### config.mk
export PLATFORM = sky130hd
export DESIGN_NAME = i2c_arbiter
export DESIGN_NICKNAME = d
export VERILOG_FILES = /design/src/rtl/i2c_pkg.sv /design/src/rtl/i2c_arbiter_rr.sv /design/src/rtl/i2c_arbiter.sv
export SDC_FILE = /design/constraint.sdc
export NUM_CORES = 1
export LEC_CHECK = 0
export CAP_MARGIN = 20
export CORE_MARGIN = 2
export CORE_UTILIZATION = 35
export DETAILED_ROUTE_END_ITERATION = 7
export GPL_ROUTABILITY_DRIVEN = 0
export PLACE_DENSITY = 0.72
export SETUP_SLACK_MARGIN = 0.2
export SLEW_MARGIN = 20
export SYNTH_ARGS = -nofsm -noshare
export SYNTH_HDL_FRONTEND = slang
export SYNTH_SLANG_ARGS = --single-unit
### constraint.sdc
create_clock -name clk_i -period 7.8 [get_ports clk_i]
set_input_delay 0.78 -clock clk_i [delete_from_list [all_inputs] [get_ports clk_i]]
set_output_delay 0.78 -clock clk_i [all_outputs]
set_load 0.01 [all_outputs]
### src/rtl/i2c_pkg.sv
// i2c_pkg: shared types and helpers for the i2c arbiter slice.
// Rev 1.0 - initial release.
`default_nettype none

package i2c_pkg;

  typedef enum logic [1:0] {
    IDLE   = 2'd0,
    LAUNCH = 2'd1,
    BUSY   = 2'd2,
    RESP   = 2'd3
  } arb_state_e;

  localparam int I2C_ARB_MAX_REQ = 8;

  // Bits needed to hold the value n itself, so a byte count of NBYTES always fits.
  function automatic int cl2(input int n);
    return (n < 2) ? 1 : $clog2(n + 1);
  endfunction

endpackage

`default_nettype wire

### src/rtl/i2c_arbiter_rr.sv
// rr_arbiter: combinational round-robin pick of the first request at or after ptr.
// Rev 1.0 - initial release.
`default_nettype none

module rr_arbiter
  import i2c_pkg::*;
#(
  parameter int NREQ = 3,
  parameter int IW   = 3
) (
  input  logic [NREQ-1:0] req,
  input  logic [IW-1:0]   ptr,
  output logic [NREQ-1:0] grant,
  output logic [IW-1:0]   idx,
  output logic            valid
);

  always_comb begin
    int j;
    j     = 0;
    grant = '0;
    idx   = '0;
    valid = 1'b0;
    for (int i = 0; i < NREQ; i++) begin
      j = (int'(ptr) + i) % NREQ;
      if (!valid && req[j]) begin
        valid    = 1'b1;
        grant[j] = 1'b1;
        idx      = IW'(j);
      end
    end
  end

endmodule

`default_nettype wire

### src/rtl/i2c_arbiter.sv
// i2c_arbiter: round-robin sharing of one i2c byte engine with NACK retry.
// Rev 1.0 - optional launch-to-ready abort timer enabled by I2C_ARB_TIMEOUT_EN.
`default_nettype none

module i2c_arbiter
  import i2c_pkg::*;
#(
  parameter int NREQ      = 3,
  parameter int NBYTES    = 3,
  parameter int MAX_RETRY = 2,
  parameter int TIMEOUT   = 4096
) (
  input  logic                           clk_i,
  input  logic                           rst_i,
  input  logic [NREQ-1:0]                req_i,
  input  logic [NREQ*cl2(NBYTES)-1:0]    req_nbytes_i,
  input  logic [NREQ*NBYTES*8-1:0]       req_data_i,
  output logic [NREQ-1:0]                gnt_o,
  output logic [NREQ-1:0]                ack_o,
  output logic [NBYTES-1:0]              rsp_status_o,
  output logic [NBYTES*8-1:0]            rsp_data_o,
  output logic                           rsp_err_o,
  output logic                           i2c_send_o,
  output logic [cl2(NBYTES)-1:0]         i2c_nbytes_o,
  output logic [NBYTES*8-1:0]            i2c_data_o,
  input  logic                           i2c_done_i,
  input  logic                           i2c_ready_i,
  input  logic [NBYTES-1:0]              i2c_status_i,
  input  logic [NBYTES*8-1:0]            i2c_data_i
);

  localparam int NBW = cl2(NBYTES);
  localparam int DW  = NBYTES * 8;
  localparam int IW  = $clog2(I2C_ARB_MAX_REQ);
  localparam int RW  = cl2(MAX_RETRY);

  arb_state_e        state;
  logic [IW-1:0]     rr_ptr;
  logic [IW-1:0]     gnt_idx;
  logic [RW-1:0]     retry;
  logic              done_seen;
  logic [NBYTES-1:0] status_lat;
  logic [DW-1:0]     data_lat;
  logic [NBYTES-1:0] status_eff;
  logic [NREQ-1:0]   pick_gnt;
  logic [IW-1:0]     pick_idx;
  logic              pick_valid;
  logic              nack;

`ifdef I2C_ARB_TIMEOUT_EN
  localparam int TW = cl2(TIMEOUT);
  logic [TW-1:0]     timer;
`else
  logic              unused_timeout;
  assign unused_timeout = ^TIMEOUT;
`endif

  rr_arbiter #(.NREQ(NREQ), .IW(IW)) u_rr (
    .req   (req_i),
    .ptr   (rr_ptr),
    .grant (pick_gnt),
    .idx   (pick_idx),
    .valid (pick_valid)
  );

  // Bytes beyond the transaction length never count as a NACK.
  always_comb begin
    status_eff = i2c_status_i;
    for (int b = 0; b < NBYTES; b++)
      if (b >= int'(i2c_nbytes_o)) status_eff[b] = 1'b1;
  end

  assign nack = ~&status_lat;

  always_ff @(posedge clk_i or posedge rst_i) begin
    if (rst_i) begin
      state        <= IDLE;
      rr_ptr       <= '0;
      gnt_idx      <= '0;
      retry        <= '0;
      done_seen    <= 1'b0;
      status_lat   <= '0;
      data_lat     <= '0;
      gnt_o        <= '0;
      ack_o        <= '0;
      rsp_status_o <= '0;
      rsp_data_o   <= '0;
      rsp_err_o    <= 1'b0;
      i2c_send_o   <= 1'b0;
      i2c_nbytes_o <= '0;
      i2c_data_o   <= '0;
`ifdef I2C_ARB_TIMEOUT_EN
      timer        <= '0;
`endif
    end else begin
      case (state)
        IDLE: begin
          if (i2c_ready_i && pick_valid) begin
            gnt_o        <= pick_gnt;
            gnt_idx      <= pick_idx;
            i2c_nbytes_o <= req_nbytes_i[pick_idx*NBW +: NBW];
            i2c_data_o   <= req_data_i[pick_idx*DW +: DW];
            status_lat   <= '0;
            data_lat     <= '0;
            retry        <= '0;
            state        <= LAUNCH;
          end
        end
        LAUNCH: begin
          i2c_send_o <= 1'b1;
          done_seen  <= 1'b0;
`ifdef I2C_ARB_TIMEOUT_EN
          timer      <= '0;
`endif
          state      <= BUSY;
        end
        BUSY: begin
          i2c_send_o <= 1'b0;
`ifdef I2C_ARB_TIMEOUT_EN
          timer      <= timer + 1'b1;
`endif
          if (i2c_done_i) begin
            status_lat <= status_eff;
            data_lat   <= i2c_data_i;
            done_seen  <= 1'b1;
          end
          if (done_seen && i2c_ready_i) begin
            if (nack && retry < RW'(MAX_RETRY)) begin
              retry <= retry + 1'b1;
              state <= LAUNCH;
            end else begin
              ack_o        <= gnt_o;
              rsp_status_o <= status_lat;
              rsp_data_o   <= data_lat;
              rsp_err_o    <= nack;
              state        <= RESP;
            end
          end
`ifdef I2C_ARB_TIMEOUT_EN
          else if (timer == TW'(TIMEOUT - 1)) begin
            ack_o        <= gnt_o;
            rsp_status_o <= status_lat;
            rsp_data_o   <= data_lat;
            rsp_err_o    <= 1'b1;
            state        <= RESP;
          end
`endif
        end
        RESP: begin
          ack_o        <= '0;
          gnt_o        <= '0;
          rsp_status_o <= '0;
          rsp_data_o   <= '0;
          rsp_err_o    <= 1'b0;
          rr_ptr       <= (gnt_idx == IW'(NREQ - 1)) ? '0 : gnt_idx + 1'b1;
          state        <= IDLE;
        end
        default: state <= IDLE;
      endcase
    end
  end

endmodule

`default_nettype wire
# Word level (Yosys, flattened, before mapping)
# Index checks and enable logic that the tools add are counted.
# word_totals
ff_bits	99
in_bits	112
wordCells	129
# op_classes
add_sub_neg	4
n_mul	1
div	3
magnitude_cmp	10
n_eq_ne	9
shifts	2
n_mux	59
bitwise	2
reduce_logical	24
# ops
cell	n
32-bit by 1-bit >= comparator with 1-bit output, second input constant	3
32-bit by 4-bit less-than comparator with 1-bit output, second input constant	3
24-bit 2-to-1 mux	4
24-bit one-hot mux with 2 select lines	2
72-bit by 9-bit variable part select with 24-bit output	1
32-bit by 3-bit modulo with 32-bit output, second input constant	2
3-bit 2-to-1 mux	14
4-bit by 3-bit modulo with 32-bit output, second input constant	1
3-bit one-hot mux with 2 select lines	4
1-bit 2-to-1 mux	18
2-bit 2-to-1 mux	6
2-bit != test, second input constant	5
3-bit AND reduction	3
1-bit logical AND	8
2-bit one-hot mux with 4 select lines	1
2-bit AND reduction	4
2-bit nonzero test	4
1-bit binary-select mux with 2-bit select	3
1-bit demux with 2-bit select	3
3-bit OR	2
1-bit one-hot mux with 2 select lines	3
6-bit by 5-bit variable part select with 2-bit output	1
3-bit by 2-bit multiplier with 5-bit output, second input constant	1
3-bit by 1-bit adder with 4-bit output, second input constant	1
other kinds (13)	17

# Logic depth before layout (Yosys ltp)
# logic_depth
word_depth	14
depth_mapped	21
depth_no_buf	18

# By module
# Synthesis repeated with hierarchy kept, for this count alone.
# unflattened
hier_cells	647
hier_area_um2	5959.5
# modules_own_cells
mod	instances	cells_each	area_per_inst_um2
i2c_arbiter	1	478	4679.5
rr_arbiter	1	169	1280.0

# Worst setup path before layout
# OpenSTA, ideal clock, no wires.
# synth_path
kind	register to register
start	register rr_ptr[0]
end	register i2c_data_o[1]
setup_ps	127
t_arrival_ps	4589
required_time_ps	7673
path_slack_ps	3084
path_stages_with_launch	19
n_path_buf	3
cell_sequence	dfrtp_1 > clkbuf_1 > clkbuf_1 > inv_1 > ha_1 > ha_1 > ha_1 > a21o_1 > o211ai_1 > inv_1 > ha_1 > nor3_1 > nand2b_2 > o31a_2 > o311a_2 > a311o_1 > clkbuf_1 > o21ai_0 > o21ai_1
# synth_between
elab_chain_cells	13
word_cells_on_any_way	28
cone_classes	add/sub: 2; mul: 1; div: 3; shift: 1; mux: 15; reduce/logical: 6
# synth_lines
element	line_no	source
start, declared	i2c_arbiter.sv:38	logic [IW-1:0] rr_ptr;
start signal, assigned	i2c_arbiter.sv:155	rr_ptr <= (gnt_idx == IW'(NREQ - 1)) ? '0 : gnt_idx + 1'b1;
parallel branches: the longest is 13 deep, another holds 32-bit by 3-bit modulo with 32-bit output	-	
end signal, assigned	i2c_arbiter.sv:102	i2c_data_o <= req_data_i[pick_idx*DW +: DW];
end, declared	i2c_arbiter.sv:25	output logic [NBYTES*8-1:0] i2c_data_o,
# Parallel ways; which one is timed is not known. The select of a mux whose other input is x is not followed.
# A chain may end at the register's enable or synchronous reset.

# Worst setup path after layout
# layout_path
start	register rr_ptr[0]
end	register i2c_data_o[0]
# The elaborated chain is that of the path after synthesis.

==> flow_metrics.tcl <==
set metrics [dict create \
    cts.repair_timing.setup_buffer_count 0 \
    timing.max_slew.rel_slack_pct 33.8 \
    regToRegSetupSlack_ps 1850 \
    crit_top_cell "sky130_fd_sc_hd__ha_1" \
    cts_tree "yes" \
    groute.usage.overall_pct 19.2 \
    layout_common_cells "172 x sky130_fd_sc_hd__clkdlybuf4s50_1, 99 x sky130_fd_sc_hd__dfrtp_1, 96 x sky130_fd_sc_hd__o21ai_0" \
    worst-setup-path-type "reg2reg" \
    register_area_um2 2480 \
    postPlaceCellArea_um2 8400 \
    max_freq_mhz 168 \
    cts_made_buffers 9 \
    postLayoutCoreUtil_pct 48.1 \
    clock_transition_at_path_regs_ps 70 \
    placement.io_buffers 172 \
    grt_setup_unrepaired "no" \
    std_cell_rows 49 \
    detailedRoute.firstIterationViolations 459 \
    setup.worst_path.start_class "flop" \
    route.detailed.vias_per_inst 5.60 \
    final.fill_count 1729 \
    grt-ovfl-total 0 \
    postSynthCellCount 743 \
    worst_ep_arrival_time_ps 6180 \
    hold_viol 0 \
    route.antenna.remaining_nets 0 \
    dp_cells 1102 \
    insertion_delay_ps 360 \
    synth_enable_flop_cells 0 \
    synth_seq_area_share_pct 37.9 \
    result_of_the_run "complete, no violations" \
    stdcell_count 1118 \
    worstPathMaxFanout 27 \
    dieArea_um2 19800 \
    totalNegativeSetupSlack_ps 0 \
    hp-class "reg2reg" \
    syn-mean-instance-area_um2 8.79 \
    synth_flop_cell "sky130_fd_sc_hd__dfrtp_1" \
    finalCriticalPeriod_ps 5950 \
    timing.final.crit_share_pct 76.3 \
    setup_viol_count_final 0 \
    library_cell_contributing_the_largest_single_delay_on_the_critical_path "sky130_fd_sc_hd__o31ai_4" \
    worst_ep_required_time_ps 8030 \
    die-width_um 141 \
    cts-resized-gates 0 \
    area.growth.synth_to_final_pct 33.5 \
    io-pin-count 173 \
    hold_fix_buffers_at_cts 0 \
    drc 0 \
    ys_async_sr_fraction_pct 100 \
    post_synthesis_net_count 881 \
    ctsHtreeMaxLevel 3 \
    multi_input_comb_area_um2 3660 \
    slew_violations 0 \
    clock_tree.root_cell "sky130_fd_sc_hd__clkbuf_16" \
    worstSetupEndpointType "flop" \
    fin_nets 1022 \
    cts_sink_count 99 \
    floorplan.core_area_um2 18100 \
    insertedDiodeCount 0 \
    layout_commonest_cell "sky130_fd_sc_hd__clkdlybuf4s50_1" \
    cap_viol_max_count 0 \
    die_y_um 141 \
    post_drt_wl_per_cell_um 17.2 \
    tightest_slew_ps 993 \
    first_global_vias 5975 \
    fraction_of_layout_instances_using_a_drive_strength_above_1_pct 8.89 \
    number_of_antenna_violations_at_the_first_check_in_global_routing 0 \
    ys.warnings.count 0 \
    route.vias.total 6256 \
    max_stage_delay_ps 860 \
    clock_path_buffers 2 \
    totalWireLength_mm 19.2 \
    grt_first_pass_wirelength_mm 31.0 \
    cp_cell_sequence "buf_4, ha_1, xnor2_1, nor2_1, ha_1, ha_1, a21o_1, o211ai_1, inv_1, ha_1, nor3_1, nand2b_2, o31ai_4, nand2_2, and3_1, a2111oi_2, o21ai_1" \
    finalClockSkew_ps 7.61 \
    post-route-cell-area_um2 8720 \
    syn_area_um2 6530 \
    detailedPlacementHpwl_mm 13.5 \
    drt_first_pass_iters 5 \
    largest_net_degree_at_the_start_of_global_routing 61 \
    initial_utilization_pct 36.0 \
    yosys_register_bits 99 \
    yosys.cell_types.count 76 \
]
sequential cells by signal, summed over array words and instances (netlist names):
register and count:
status_lat 3, i2c_nbytes_o 2, rr_ptr 3, done_seen 1, rsp_err_o 1, i2c_data_o 24
rsp_status_o 3, retry 2, gnt_idx 3, gnt_o 3, state 2, rsp_data_o 24
data_lat 24, i2c_send_o 1, ack_o 3
worst paths after layout:
check,from,end,depth (start not counted)
worst max register to register,rr_ptr[0],i2c_data_o[0],17
min in group asynchronous,rst_i,i2c_data_o[16],2
max in group asynchronous,rst_i,rsp_status_o[1],3
worst min-delay path,data_lat[6],rsp_data_o[6],1
worst min register to register,data_lat[6],rsp_data_o[6],1
worst max-delay path,rr_ptr[0],i2c_data_o[0],17
per-layer routing:
metal  up-vias  track usage, %  share of wire (%)  wire length [um]
li1       3013               -                  -                 -
met1      2975            25.8                 45              8670
met2       245            31.6                 46              8900
met3        23            3.97                6.7              1290
met4         0            5.16                1.8               345
met5         -               0                  0                 0
logic make-up after synthesis:
kind of cell | share of synthesized area (%)
AO/OA/AOI/OAI | 29.4
flip-flops | 37.9
multiplexers | 1.84
adder cells (fa/ha/maj) | 4.98
buffers and inverters | 6.44
XOR/XNOR | 0.958
AND/OR/NAND/NOR | 18.5
worst max-delay path: cells and delay by family, from the launching register on:
kind,cells,cell delay (ps)
flops,1,540
xor+xnor,1,350
buf+inv,2,380
fa+ha+maj,4,1060
compound gates,5,1960
simple gates,5,1510
through the flow:
step	worst slack, ps	hold WS, ps
floorplan	3080	466
global placement	2100	466
detailed placement	1940	476
CTS	1910	488
global route	1300	503
finish	1850	486
cell type report:
cell class	instances	share of cell area (%)
repair buffers	183	20.7
clock buffers	9	2.58
inverters	45	1.97
multi-input cells	546	42.0
well taps	229	3.29
flip-flops and latches	99	28.4
clock inverters	7	1.05
Yosys cell counts, drive strengths merged, types with 5 or more instances:
master / n / share of area (%)
inv: 45 / 2.6
o211ai: 7 / 1.0
buf: 25 / 2.2
mux2i: 6 / 0.98
nor2: 34 / 2.1
a21oi: 20 / 1.5
a22o: 33 / 4.4
dfrtp: 99 / 38
a31oi: 5 / 0.48
o31ai: 5 / 0.86
a2111oi: 29 / 5.9
a21o: 5 / 0.57
nor3: 10 / 0.84
o21ai: 123 / 9.4
and3: 28 / 2.7
ha: 26 / 5.0
clkbuf: 28 / 1.6
nor2b: 7 / 0.67
mux2: 5 / 0.86
a211oi: 6 / 0.77
nand2: 76 / 4.4
nand3: 56 / 4.3
Power is left out: the tool's default activity adds up to more than one toggle a clock period on the data nets, which glitch-free logic cannot reach.
